## src/rtl/mux_add_pipe.sv

```systemverilog
// mux_add_pipe
//   Operand-select + add/sub datapath followed by an elastic pipeline of
//   STAGES register slots. Two operands are picked from a NUM_IN-wide operand
//   bus and either added or subtracted. The result, carry and signed-overflow
//   flag travel through the slots under valid/ready flow control, with a
//   synchronous flush that drops every in-flight entry.
//
//   Handshake: a beat transfers on any rising edge where valid && ready.
//   in_ready never depends on in_valid; it depends combinationally on
//   out_ready through the slot chain so a full pipe still takes a new beat
//   in the same cycle the oldest one leaves. While out_valid && !out_ready,
//   out_result/out_carry/out_ovf hold their values.
//
// Ports
//   clk         clock, all state on the rising edge
//   reset_n     asynchronous active-low reset
//   flush       synchronous drop of all in-flight entries
//   in_valid    input beat valid
//   in_ready    pipe can accept a beat this cycle
//   in_data     operand bus, operand k = in_data[k*WIDTH +: WIDTH]
//   sel_a       index of operand A
//   sel_b       index of operand B
//   sub         0: A+B, 1: A-B
//   out_valid   result valid
//   out_ready   consumer accepts the result
//   out_result  A+B or A-B modulo 2^WIDTH
//   out_carry   carry out of the MSB (for subtract: 1 = no borrow)
//   out_ovf     two's-complement signed overflow
module mux_add_pipe #(
    parameter int WIDTH  = 32,
    parameter int NUM_IN = 4,
    parameter int STAGES = 2
) (
    input  logic                      clk,
    input  logic                      reset_n,
    input  logic                      flush,
    input  logic                      in_valid,
    output logic                      in_ready,
    input  logic [NUM_IN*WIDTH-1:0]   in_data,
    input  logic [$clog2(NUM_IN)-1:0] sel_a,
    input  logic [$clog2(NUM_IN)-1:0] sel_b,
    input  logic                      sub,
    output logic                      out_valid,
    input  logic                      out_ready,
    output logic [WIDTH-1:0]          out_result,
    output logic                      out_carry,
    output logic                      out_ovf
);

    localparam int LAST = STAGES - 1;

    // ------------------------------------------------------------------
    // Operand select and add/sub
    // ------------------------------------------------------------------
    logic [WIDTH-1:0] ops [NUM_IN];
    logic [WIDTH-1:0] op_a;
    logic [WIDTH-1:0] op_b;
    logic [WIDTH-1:0] addend;
    logic [WIDTH:0]   sum;
    logic             new_ovf;

    always_comb begin
        for (int k = 0; k < NUM_IN; k++) begin
            ops[k] = in_data[k*WIDTH +: WIDTH];
        end
    end

    assign op_a   = ops[sel_a];
    assign op_b   = ops[sel_b];
    // Subtract as A + ~B + 1, so the carry out means "no borrow".
    assign addend = sub ? ~op_b : op_b;
    assign sum    = {1'b0, op_a} + {1'b0, addend} + {{WIDTH{1'b0}}, sub};
    // Overflow: both addends share a sign and the result's sign differs.
    assign new_ovf = (op_a[WIDTH-1] == addend[WIDTH-1]) &&
                     (sum[WIDTH-1] != op_a[WIDTH-1]);

    // ------------------------------------------------------------------
    // Slot chain
    // ------------------------------------------------------------------
    logic [STAGES-1:0] slot_valid;
    logic [WIDTH-1:0]  slot_result [STAGES];
    logic [STAGES-1:0] slot_carry;
    logic [STAGES-1:0] slot_ovf;

    logic [STAGES-1:0] free;   // slot can take a new entry this cycle
    logic [STAGES-1:0] drain;  // slot's entry moves downstream this cycle
    logic [STAGES-1:0] load;   // slot captures a new entry this cycle

    // free/drain ripple back from the output so a full pipe can still
    // advance as a whole in one cycle when out_ready is high.
    always_comb begin
        free        = '0;
        drain       = '0;
        drain[LAST] = slot_valid[LAST] && out_ready;
        free[LAST]  = !slot_valid[LAST] || out_ready;
        for (int i = LAST - 1; i >= 0; i--) begin
            drain[i] = slot_valid[i] && free[i+1];
            free[i]  = !slot_valid[i] || free[i+1];
        end
    end

    always_comb begin
        load    = '0;
        load[0] = in_valid && free[0];
        for (int i = 1; i < STAGES; i++) begin
            load[i] = drain[i-1];
        end
    end

    assign in_ready = free[0];

    always_ff @(posedge clk or negedge reset_n) begin
        if (!reset_n) begin
            slot_valid <= '0;
            slot_carry <= '0;
            slot_ovf   <= '0;
            for (int i = 0; i < STAGES; i++) begin
                slot_result[i] <= '0;
            end
        end else begin
            // A flushed cycle clears every valid bit, including any beat
            // loading into slot 0; data registers may keep stale values.
            for (int i = 0; i < STAGES; i++) begin
                if (flush) begin
                    slot_valid[i] <= 1'b0;
                end else begin
                    slot_valid[i] <= load[i] || (slot_valid[i] && !drain[i]);
                end
            end

            if (load[0]) begin
                slot_result[0] <= sum[WIDTH-1:0];
                slot_carry[0]  <= sum[WIDTH];
                slot_ovf[0]    <= new_ovf;
            end
            for (int i = 1; i < STAGES; i++) begin
                if (load[i]) begin
                    slot_result[i] <= slot_result[i-1];
                    slot_carry[i]  <= slot_carry[i-1];
                    slot_ovf[i]    <= slot_ovf[i-1];
                end
            end
        end
    end

    assign out_valid  = slot_valid[LAST];
    assign out_result = slot_result[LAST];
    assign out_carry  = slot_carry[LAST];
    assign out_ovf    = slot_ovf[LAST];

endmodule

```

## config.mk

```make
export PLATFORM = sky130hd
export DESIGN_NAME = mux_add_pipe
export DESIGN_NICKNAME = d
export VERILOG_FILES = /design/src/rtl/mux_add_pipe.sv
export SDC_FILE = /design/constraint.sdc
export NUM_CORES = 1
export LEC_CHECK = 0
export CORE_MARGIN = 2
export CORE_UTILIZATION = 50
export DETAILED_ROUTE_END_ITERATION = 8
export HOLD_SLACK_MARGIN = 0.06
export PLACE_DENSITY_LB_ADDON = 0.1
export SKIP_LAST_GASP = 1
export SYNTH_ARGS = -nofsm -noshare
export SYNTH_HDL_FRONTEND = slang
export SYNTH_SLANG_ARGS = --single-unit
```

## constraint.sdc

```tcl
create_clock -name clk -period 2.2 [get_ports clk]
set_input_delay 0.44 -clock clk [delete_from_list [all_inputs] [get_ports clk]]
set_output_delay 0.44 -clock clk [all_outputs]
set_load 0.1 [all_outputs]
```

==> flow_summary.yaml <==
cts:
  cts_tree: "done"
  clk_pin_slew_worst_paths_ps: 50
  insertion_delay_ps: 330
  cts_root_buf: "clkbuf_16"
  cts_max_level: 3
  cts_sinks: 70
  cts_buffers: 9
  clock_path_buffers: 2
timing:
  period_needed_ps: 3340
  clock_skew_ps: 2.56
  post-route-period-util: 1.52
  worst_slack_ps: -1140
  setup_violations: 32
  finalMaxSlewViolations: 0
  rsz0062_at_grt: "true"
  worst_pin_slew_ps: 457
  max-slew-margin-rel: 0.692
  hold_viol: 0
  max_freq_mhz: 299
floorplanning:
  dieArea_um2: 13400
  die_w_um: 116
  io_pins: 174
  die_h_um: 116
  coreArea_um2: 12100
  start_util: 0.516
  rows: 40
critical_path:
  cp_top_family: "compound AO/OA/AOI/OAI gates"
  r2r_cells: 7
  startpoint_type: "input pin"
  cp_max_fo: 9
  cp.arrival_ps: 3600
  cpMostUsedCell: "buf_4"
  cp_slowest_stage_delay_ps: 490
  crit_slowest_cell: "or4_1"
  critical_path_class: "input pin to flop"
  crit_path_cell_trace: "clkdlybuf4s15_1 -> buf_4 -> buf_4 -> mux4_2 -> ha_1 -> buf_4 -> buf_4 -> o211ai_1 -> a211oi_2 -> nand4_1 -> o211a_4 -> o31a_1 -> or4_1 -> nand3_1"
  cp_data_required_time_ps: 2460
  crit_cells: 14
  crit_path_end_kind: "flop"
  path_buf_inv: 5
synthesis:
  syn_avg_cell_area_um2: 10.8
  ys_seq_area_frac: 0.281
  synthCells: 577
  ys_ff_latch: 70
  ys_warn_count: 0
  synth_edf_count: 0
  synth_cell_type_count: 54
  ys.flop_type: "dfrtp_1"
  async_flop_share: 1.00
  syn-cell-area_um2: 6240
  postSynthNetCount: 747
placement:
  io_buffers: 173
  dp_slack_ps: -1840
  place_congestion: 0.929
  dp_hpwl_mm: 13.9
  placedInstanceArea_um2: 8830
  dp_cells: 979
power:
  p_leak_nw: 4.30
  ir_worst_vdd_uv: 632
  p_per_area_nw_per_um2: 1060
layout:
  fin_cells: 1021
  n_antenna_cell: 0
  fin_area_um2: 9660
  synthToLayoutAreaGrowth_pct: 54.7
  nNetsFinal: 1019
  layout-drive-gt1-share: 0.431
detailed_routing:
  first_pass_iters: 5
  wl_per_cell_um: 17.7
  ant_nets: 0
  drtIter0Drc: 359
  drc: 0
  via_per_inst: 5.73
  wl_mm: 18.1
  num_vias: 5853
global_route:
  grt.total_usage: 0.269
  grt_pass1_vias: 6114
  overflow: 0
  grt_start_max_net_pins: 71
  grt_pass1_wl_mm: 28.6
  antenna_found_initial: 0
outcome:
  violations: "negative setup slack"
  status: "finished with violations"
run:
  drv_cap: 0
worst_hold_path:
  min_path_type: "input pin to async pin"
worst reg2reg max path: cells and delay by family, from the launching register on:
kind | cells | cell delay [ps]
mux | 1 | 260
simple gates | 5 | 760
compound gates | 1 | 110
flops | 1 | 460
report_power, final:
| part | internal (mW) | switching, mW | total (mW) |
|---|---|---|---|
| Combinational | 2.45 | 4.04 | 6.49 |
| Clock | 1.13 | 0.492 | 1.62 |
| Sequential | 1.84 | 0.316 | 2.16 |
cells in the final DEF, fill, tap and decap left out, drive strengths merged, types with 2 or more instances in the layout:
cell type | synthesis | routed
nor2b | 7 | 7
nand4 | 8 | 8
buf | 47 | 198
nand2 | 51 | 51
dfrtp | 70 | 70
dlymetal6s2s | 0 | 5
a41oi | 3 | 3
a21oi | 39 | 39
o21bai | 2 | 2
xor2 | 45 | 45
dlygate4sd2 | 0 | 23
a211oi | 3 | 3
clkdlybuf4s50 | 0 | 99
clkdlybuf4s15 | 0 | 2
o311ai | 2 | 2
o2111ai | 2 | 2
and2 | 2 | 2
o211ai | 4 | 4
nor3 | 4 | 4
o31a | 2 | 2
nand2b | 3 | 3
mux2 | 36 | 36
xnor2 | 12 | 12
clkbuf | 19 | 11
nor2 | 19 | 19
and4 | 3 | 3
bufinv | 0 | 3
o21a | 3 | 3
ha | 31 | 31
mux4 | 64 | 64
a21o | 12 | 12
or3 | 3 | 3
and3 | 3 | 3
nand3 | 11 | 11
inv | 7 | 7
o21ai | 42 | 42
cells in the mapped netlist, types with 4 or more instances:
cell,number,share of area
o21ai_0,41,0.033
nand3_1,11,0.0088
ha_1,31,0.062
buf_1,14,0.0084
buf_4,32,0.038
a21oi_1,39,0.031
nor2b_1,7,0.0070
xor2_1,45,0.063
clkbuf_1,19,0.011
nor2_1,19,0.011
mux4_2,64,0.23
xnor2_1,12,0.017
inv_1,7,0.0042
nand4_1,8,0.0080
nand2_1,51,0.031
mux2_2,36,0.065
dfrtp_1,70,0.28
o211ai_1,4,0.0048
a21o_1,12,0.014
nor3_1,4,0.0032
flip-flops by register name, indices dropped and copies added (netlist names):
register	flops
out_result	32
slot_carry	2
slot_ovf	2
slot_result	32
slot_valid	2
metal layers:
metal  up-vias  wire, µm  GRT usage
met5         -         0          0
met4         0       352     0.0833
met3        30      1010     0.0356
met2       257      9240      0.468
met1      2877      7500      0.353
li1       2689         -          -
metrics by stage:
step                      total power [mW]   util  hold slack [ps]  setup TNS, ps
after global placement                7.96  0.729              465         -43950
after floorplan                       6.65      -              144         -27520
after global routing                  10.8  0.798              156         -29590
after detailed placement              8.11  0.729              471         -46040
after CTS                             9.99  0.776              140         -25640
final                                 10.3  0.798              118         -26100
timing repair:
item,4_1_cts,5_1_grt
gates resized for setup,83,42
setup endpoints to repair,32,32
setup buffers,18,12
pin swaps,40,40
hold buffers,0,0
final cells by class:
| cell class | count | area [µm²] |
|---|---|---|
| multi-input combinational | 434 | 4450 |
| timing repair buffer | 327 | 2880 |
| fill | 729 | 2450 |
| sequential | 70 | 1760 |
| clock buffer | 11 | 243 |
| tap | 168 | 210 |
| clock inverter | 4 | 95.1 |
| inverter | 7 | 26.3 |
cells by family (layout without fill, tap and decap cells):
| logic type | Yosys count | in the layout | share of synthesized area |
|---|---|---|---|
| XOR/XNOR | 57 | 57 | 0.0799 |
| flip-flops | 70 | 70 | 0.281 |
| adder cells (fa/ha/maj) | 32 | 32 | 0.0653 |
| multiplexers | 100 | 100 | 0.296 |
| AND/OR/NAND/NOR | 118 | 118 | 0.0898 |
| buffers and inverters | 73 | 349 | 0.0633 |
| AO/OA/AOI/OAI | 127 | 127 | 0.125 |
final timing paths:
| kind | endpoint | slack [ps] | start |
|---|---|---|---|
| min in group clk | slot_result[37]$_DFFE_PN0P_ | 490 | slot_result[37]$_DFFE_PN0P_ |
| setup / recovery | slot_result[61]$_DFFE_PN0P_ | -1140 | sel_a[1] |
| max in group asynchronous | slot_valid[1]$_DFF_PN0_ | 1750 | reset_n |
| hold / removal | out_result[6]$_DFFE_PN0P_ | 120 | reset_n |
| setup reg to reg | slot_result[62]$_DFFE_PN0P_ | 540 | slot_valid[1]$_DFF_PN0_ |
| hold reg to reg | slot_result[37]$_DFFE_PN0P_ | 490 | slot_result[37]$_DFFE_PN0P_ |
Power figures use the tool's default switching activity.
